## config.mk

```make
export PLATFORM = sky130hd
export DESIGN_NAME = dly_tap_cal_ctrl
export DESIGN_NICKNAME = d
export VERILOG_FILES = /design/src/rtl/dly_cal_pkg.sv /design/src/rtl/dly_vote_acc.sv /design/src/rtl/dly_tap_cal_ctrl.sv
export SDC_FILE = /design/constraint.sdc
export NUM_CORES = 1
export LEC_CHECK = 0
export ABC_AREA = 1
export BUFFER_PORTS_ARGS = -buffer_cell sky130_fd_sc_hd__buf_2
export CELL_PAD_IN_SITES_DETAIL_PLACEMENT = 1
export CELL_PAD_IN_SITES_GLOBAL_PLACEMENT = 2
export CORE_MARGIN = 4
export CORE_UTILIZATION = 31
export DETAILED_ROUTE_END_ITERATION = 7
export HOLD_SLACK_MARGIN = 0.15
export PLACE_DENSITY_LB_ADDON = 0.3
export SLEW_MARGIN = 0
export SYNTH_ARGS = -nofsm -noshare
export SYNTH_HDL_FRONTEND = slang
export SYNTH_HIERARCHICAL = 1
export SYNTH_SLANG_ARGS = --single-unit
export TNS_END_PERCENT = 100
```

## constraint.sdc

```tcl
create_clock -name CLK -period 1.4 [get_ports CLK]
set_input_delay 0.14 -clock CLK [delete_from_list [all_inputs] [get_ports CLK]]
set_output_delay 0.14 -clock CLK [all_outputs]
set_load 0.05 [all_outputs]
```

## src/rtl/dly_cal_pkg.sv

```systemverilog
// Shared definitions for the delay-tap calibration controller: FSM states and
// helpers that derive sample count and settle-counter width from parameters.
package dly_cal_pkg;

    typedef enum logic [2:0] {
        IDLE   = 3'd0,
        SETTLE = 3'd1,
        SAMPLE = 3'd2,
        EVAL   = 3'd3,
        FIN    = 3'd4
    } cal_state_e;

    function automatic int nsamp(input int avg_w);
        return 1 << avg_w;
    endfunction

    function automatic int settle_cnt_w(input int settle_cyc);
        return $clog2(settle_cyc + 1);
    endfunction

endpackage

```

## src/rtl/dly_vote_acc.sv

```systemverilog
// Per-tap vote accumulator: counts NSAMP samples of EARLY and reports whether
// a strict majority of them were early (a tie counts as late).
module dly_vote_acc
    import dly_cal_pkg::*;
#(
    parameter int AVG_W = 3
) (
    input  logic CLK,
    input  logic RN,
    input  logic clr,
    input  logic en,
    input  logic EARLY,
    output logic last_sample,
    output logic early_maj
);

    localparam int NSAMP = nsamp(AVG_W);

    logic [AVG_W-1:0] samp_q, samp_d;
    logic [AVG_W:0]   vote_q, vote_d;

    always_comb begin
        samp_d = samp_q;
        vote_d = vote_q;
        if (clr) begin
            samp_d = '0;
            vote_d = '0;
        end else if (en) begin
            samp_d = samp_q + AVG_W'(1);
            vote_d = vote_q + (AVG_W + 1)'(EARLY);
        end
    end

    always_ff @(posedge CLK or negedge RN) begin
        if (!RN) begin
            samp_q <= '0;
            vote_q <= '0;
        end else begin
            samp_q <= samp_d;
            vote_q <= vote_d;
        end
    end

    // The vote register is one bit wider than the sample count, so NSAMP votes fit.
    assign last_sample = (samp_q == AVG_W'(NSAMP - 1));
    assign early_maj   = (vote_q > (AVG_W + 1)'(NSAMP / 2));

endmodule

```

## src/rtl/dly_tap_cal_ctrl.sv

```systemverilog
// Delay-chain tap calibration: sweeps TAP upward from zero and locks on the
// first tap whose majority-voted phase-detector flag reads late.
module dly_tap_cal_ctrl
    import dly_cal_pkg::*;
#(
    parameter int NTAPS      = 16,
    parameter int TAP_W      = 4,
    parameter int SETTLE_CYC = 4,
    parameter int AVG_W      = 3
) (
    input  logic             CLK,
    input  logic             RN,
    input  logic             START,
    input  logic             EARLY,
    output logic [TAP_W-1:0] TAP,
    output logic             BUSY,
    output logic             DONE,
    output logic             LOCK,
    output logic             FAIL
);

    localparam int               SCW         = settle_cnt_w(SETTLE_CYC);
    localparam logic [TAP_W-1:0] TAP_MAX     = TAP_W'(NTAPS - 1);
    localparam logic [SCW-1:0]   SETTLE_LAST = SCW'(SETTLE_CYC - 1);

    cal_state_e       state_q, state_d;
    logic [TAP_W-1:0] tap_q, tap_d;
    logic [SCW-1:0]   settle_q, settle_d;
    logic             busy_q, busy_d;
    logic             done_q, done_d;
    logic             lock_q, lock_d;
    logic             fail_q, fail_d;

    logic vote_clr, vote_en, last_sample, early_maj;

    // Counters are cleared throughout settling so sampling always starts fresh.
    assign vote_clr = (state_q == SETTLE);
    assign vote_en  = (state_q == SAMPLE);

    dly_vote_acc #(
        .AVG_W (AVG_W)
    ) u_vote (
        .CLK         (CLK),
        .RN          (RN),
        .clr         (vote_clr),
        .en          (vote_en),
        .EARLY       (EARLY),
        .last_sample (last_sample),
        .early_maj   (early_maj)
    );

    always_comb begin
        state_d  = state_q;
        tap_d    = tap_q;
        settle_d = settle_q;
        busy_d   = busy_q;
        done_d   = done_q;
        lock_d   = lock_q;
        fail_d   = fail_q;
        unique case (state_q)
            IDLE, FIN: begin
                if (START) begin
                    state_d  = SETTLE;
                    tap_d    = '0;
                    settle_d = '0;
                    busy_d   = 1'b1;
                    done_d   = 1'b0;
                    lock_d   = 1'b0;
                    fail_d   = 1'b0;
                end
            end
            SETTLE: begin
                if (settle_q == SETTLE_LAST) begin
                    state_d = SAMPLE;
                end else begin
                    settle_d = settle_q + SCW'(1);
                end
            end
            SAMPLE: begin
                if (last_sample) begin
                    state_d = EVAL;
                end
            end
            EVAL: begin
                // TAP only moves here, so the mux select is stable while sampling.
                if (early_maj && (tap_q != TAP_MAX)) begin
                    state_d  = SETTLE;
                    tap_d    = tap_q + TAP_W'(1);
                    settle_d = '0;
                end else begin
                    state_d = FIN;
                    busy_d  = 1'b0;
                    done_d  = 1'b1;
                    lock_d  = !early_maj && (tap_q != '0);
                    fail_d  = early_maj || (tap_q == '0);
                end
            end
            default: begin
                state_d = IDLE;
            end
        endcase
    end

    always_ff @(posedge CLK or negedge RN) begin
        if (!RN) begin
            state_q  <= IDLE;
            tap_q    <= '0;
            settle_q <= '0;
            busy_q   <= 1'b0;
            done_q   <= 1'b0;
            lock_q   <= 1'b0;
            fail_q   <= 1'b0;
        end else begin
            state_q  <= state_d;
            tap_q    <= tap_d;
            settle_q <= settle_d;
            busy_q   <= busy_d;
            done_q   <= done_d;
            lock_q   <= lock_d;
            fail_q   <= fail_d;
        end
    end

    assign TAP  = tap_q;
    assign BUSY = busy_q;
    assign DONE = done_q;
    assign LOCK = lock_q;
    assign FAIL = fail_q;

endmodule

```

==> impl_summary.md <==
Drt
The final routed DRC violation total is 0. Detailed routing inserted a total of 954 vias. Dividing the detail-routed wire length by the instance count gives 11.9 microns. The first detailed-routing pass took 2 iterations. For this block, the initial DRC count from the detailed router was 27. The count of nets left with antenna violations once routing finished came out at 0. The ratio of routed vias to standard cells is 4.50. For this block, the routed nets add up to 2520 microns of wire.

Clock tree
The insertion delay of the later-clocked pin in the worst-skew pair is 260 ps. The clock-pin slew on the worst setup and hold paths is 80 ps. The tree is rooted in a clkbuf_8. TritonCTS built the clock tree. The CTS buffer count is 3.

The clock passes through at most 2 buffers. The clock sink total is 21. CTS built an H-tree with a depth of 1.

Worst setup path
The worst setup path is launched from a register. The maximum fanout count along the critical path is 5. STA classifies the critical path endpoint as a register. The endpoint arrival time on the critical path is 1530 ps. The critical path in this run is classified as reg2reg. For the worst setup path, the data required time is 1600 ps.

The critical path ends at settle_q[2]. The origin of the critical flop-to-flop path is settle_q[0]. The worst setup path startpoint is settle_q[0]. The worst reg-to-reg setup slack is 70 ps. The count of cells along the worst register-to-register path is 6. The endpoint identified for the worst register-to-register timing path is settle_q[2].

Layout
Leaving out fill and tap cells, the most frequent cell in the layout is nand2_1. The share of the core filled with cells in the final layout is 39.6%. The area growth from synthesis to layout is 21.1%. In the layout the commonest cells are nand2_1, dfrtp_1, inv_1. The number of antenna diodes is 0. The layout net count is 177. The post-route netlist has 33.5% of its cells at a drive strength greater than 1.

Hold path
The classification of the worst-slack hold path is in2reg.

GRT
The combined global-route utilization of all metal layers is 11.4%. The via count of the first global-routing pass is 986. The wire length of the first global-routing pass is 4580 microns. The largest net degree at the start of global routing is 22. The remaining global-route overflow is 0. The initial antenna violation count was 0.

Die
The initial utilization of the core area, before any placement, comes to 32.7%. The core region is 3720 sq um. The die is 70.6 microns tall. The total die area is 4980 sq um. The die is 70.6 microns wide.

Pin placement for this block handled 12 I/O pins. The floorplan has 22 rows.

Logic synthesis
In this run the mean area of a mapped cell was 8.62 sq um. The synthesis warning total is 6. After synthesis, flip-flops and latches occupy 43.3% of the total area.

Counting every net in the synthesized netlist gives 153. The count of state elements after synthesis is 21. The synthesized netlist occupies a cell area of 1210 sq um. The number of instances in the synthesized netlist is 141. The netlist uses 26 different library cells.

Timing
The number of endpoints failing setup at the final stage is 0. Setup repair after global routing left no endpoint under its margin. Counting I/O delays and the setup requirement, the final critical path takes 1330 ps.

The headroom to the max-slew limit is 66.4%. The clock skew is 3.35 ps. The final number of max-transition violations is 0. The setup total negative slack is 0 ps. Derived from the worst setup path, the maximum achievable clock frequency is 754 MHz.

The final worst hold slack is 174 ps. In the finished design, the share of the clock period the worst path needs comes to 94.8%. The final count of hold timing violations is 0. At the pin with the least slew margin, the transition time is 505 ps.

Placement
Buffers placed on the I/O ports in this run total 11. At the end of routability-driven placement, the weighted congestion stood at 0.794. The sum of net half-perimeters after detailed placement is 2030 microns.

Run status
The run finished with clean final reports.

Power and ir drop
The total power density per cell area is 1750 nW/um^2. The reported leakage power is 0.742 nW. Across the VDD grid, the largest voltage drop is 0.794 mV.

Flow run
Across the run, the number of max-cap violations was 0.
-- power breakdown --
part / internal [W] / total [W] / switching [W]
Combinational: 0.000453 / 0.00129 / 0.000834
Clock: 0.000203 / 0.000399 / 0.000196
Sequential: 0.000759 / 0.000890 / 0.000131
-- worst min-delay path by stage --
stage	from	to	cells past startpoint
3_5_place_dp	RN	LOCK	1
6_report	START	BUSY	3
2_1_floorplan	RN	BUSY	0
3_3_place_gp	RN	LOCK	1
5_1_grt	START	BUSY	3
4_1_cts	START	BUSY	3
-- logic make-up (layout without fill, tap and decap cells) --
| kind of cell | count (synthesis) | after routing | synth area share, % |
|---|---|---|---|
| AO/OA/AOI/OAI | 14 | 14 | 7.00 |
| XOR/XNOR | 2 | 2 | 1.44 |
| adder cells (fa/ha/maj) | 8 | 8 | 8.24 |
| buffers and inverters | 22 | 45 | 8.03 |
| flip-flops | 21 | 21 | 43.3 |
| AND/OR/NAND/NOR | 74 | 74 | 32.0 |
-- final cells by class --
cell class | instances | area, sq um
Multi-Input combinational cell | 98 | 621
Tap cell | 48 | 60.1
Clock buffer | 4 | 45.0
Fill cell | 451 | 2240
Sequential cell | 21 | 532
Inverter | 21 | 88.8
Timing Repair Buffer | 20 | 125
-- per-layer routing --
metal,up-vias,part of all wire [%],global-route usage (%)
met1,445,48,14.8
met2,9,48,18.8
met4,0,1.2,5.64
met3,4,2.6,1.42
li1,496,-,-
met5,-,0,0
-- repair_timing --
item | 4_1_cts | 5_1_grt
endpoints found under the hold margin | 21 | 0
setup endpoints to repair | 0 | 11
hold buffers | 1 | 0
setup buffers | 0 | 1
resized for setup | 0 | 7
-- metrics by stage --
step | power [W] | setup slack [ps] | area (sq um) | instances
2_1_floorplan | 0.00181 | 13.2 | 1230 | 141
3_3_place_gp | 0.00213 | 63.2 | 1390 | 206
3_5_place_dp | 0.00216 | 36.1 | 1390 | 206
4_1_cts | 0.00258 | 22.7 | 1440 | 211
5_1_grt | 0.00283 | 8.59 | 1470 | 212
6_report | 0.00257 | 72.9 | 1470 | 212
-- cells in the mapped netlist --
library cell	n	share of area [%]
nor2_1	6	1.9
a21oi_1	4	1.6
o21ai_2	3	2.2
nand2_4	3	2.8
xor2_1	1	0.72
ha_1	8	8.2
or2_0	1	0.52
nand4_1	1	0.52
inv_2	2	0.62
buf_6	1	0.93
o21ai_1	4	1.6
a21oi_2	1	0.72
nand2_2	3	1.5
dfrtp_1	21	43
nand3_2	4	3.3
inv_1	17	5.3
inv_6	1	0.72
nand3_1	12	4.9
nor2_2	2	1.0
nand2_1	38	12
nor2_4	2	1.9
o21ai_0	2	0.82
or2_2	1	0.52
nand3_4	1	1.4
inv_4	1	0.52
xnor2_1	1	0.72
-- critical path, stage by stage (launching register included) --
cell and delay (ps):
dfrtp_1 400, ha_1 210, ha_1 210, inv_2 80, nand3_4 80, or2_0 220, nand2_1 70
-- state kept, by name, indices dropped and copies added (netlist names) --
name,cells
TAP,4
u_vote/samp_q,3
FAIL,1
DONE,1
LOCK,1
state_q,3
u_vote/vote_q,4
settle_q,3
BUSY,1
Power figures use the tool's default switching activity.
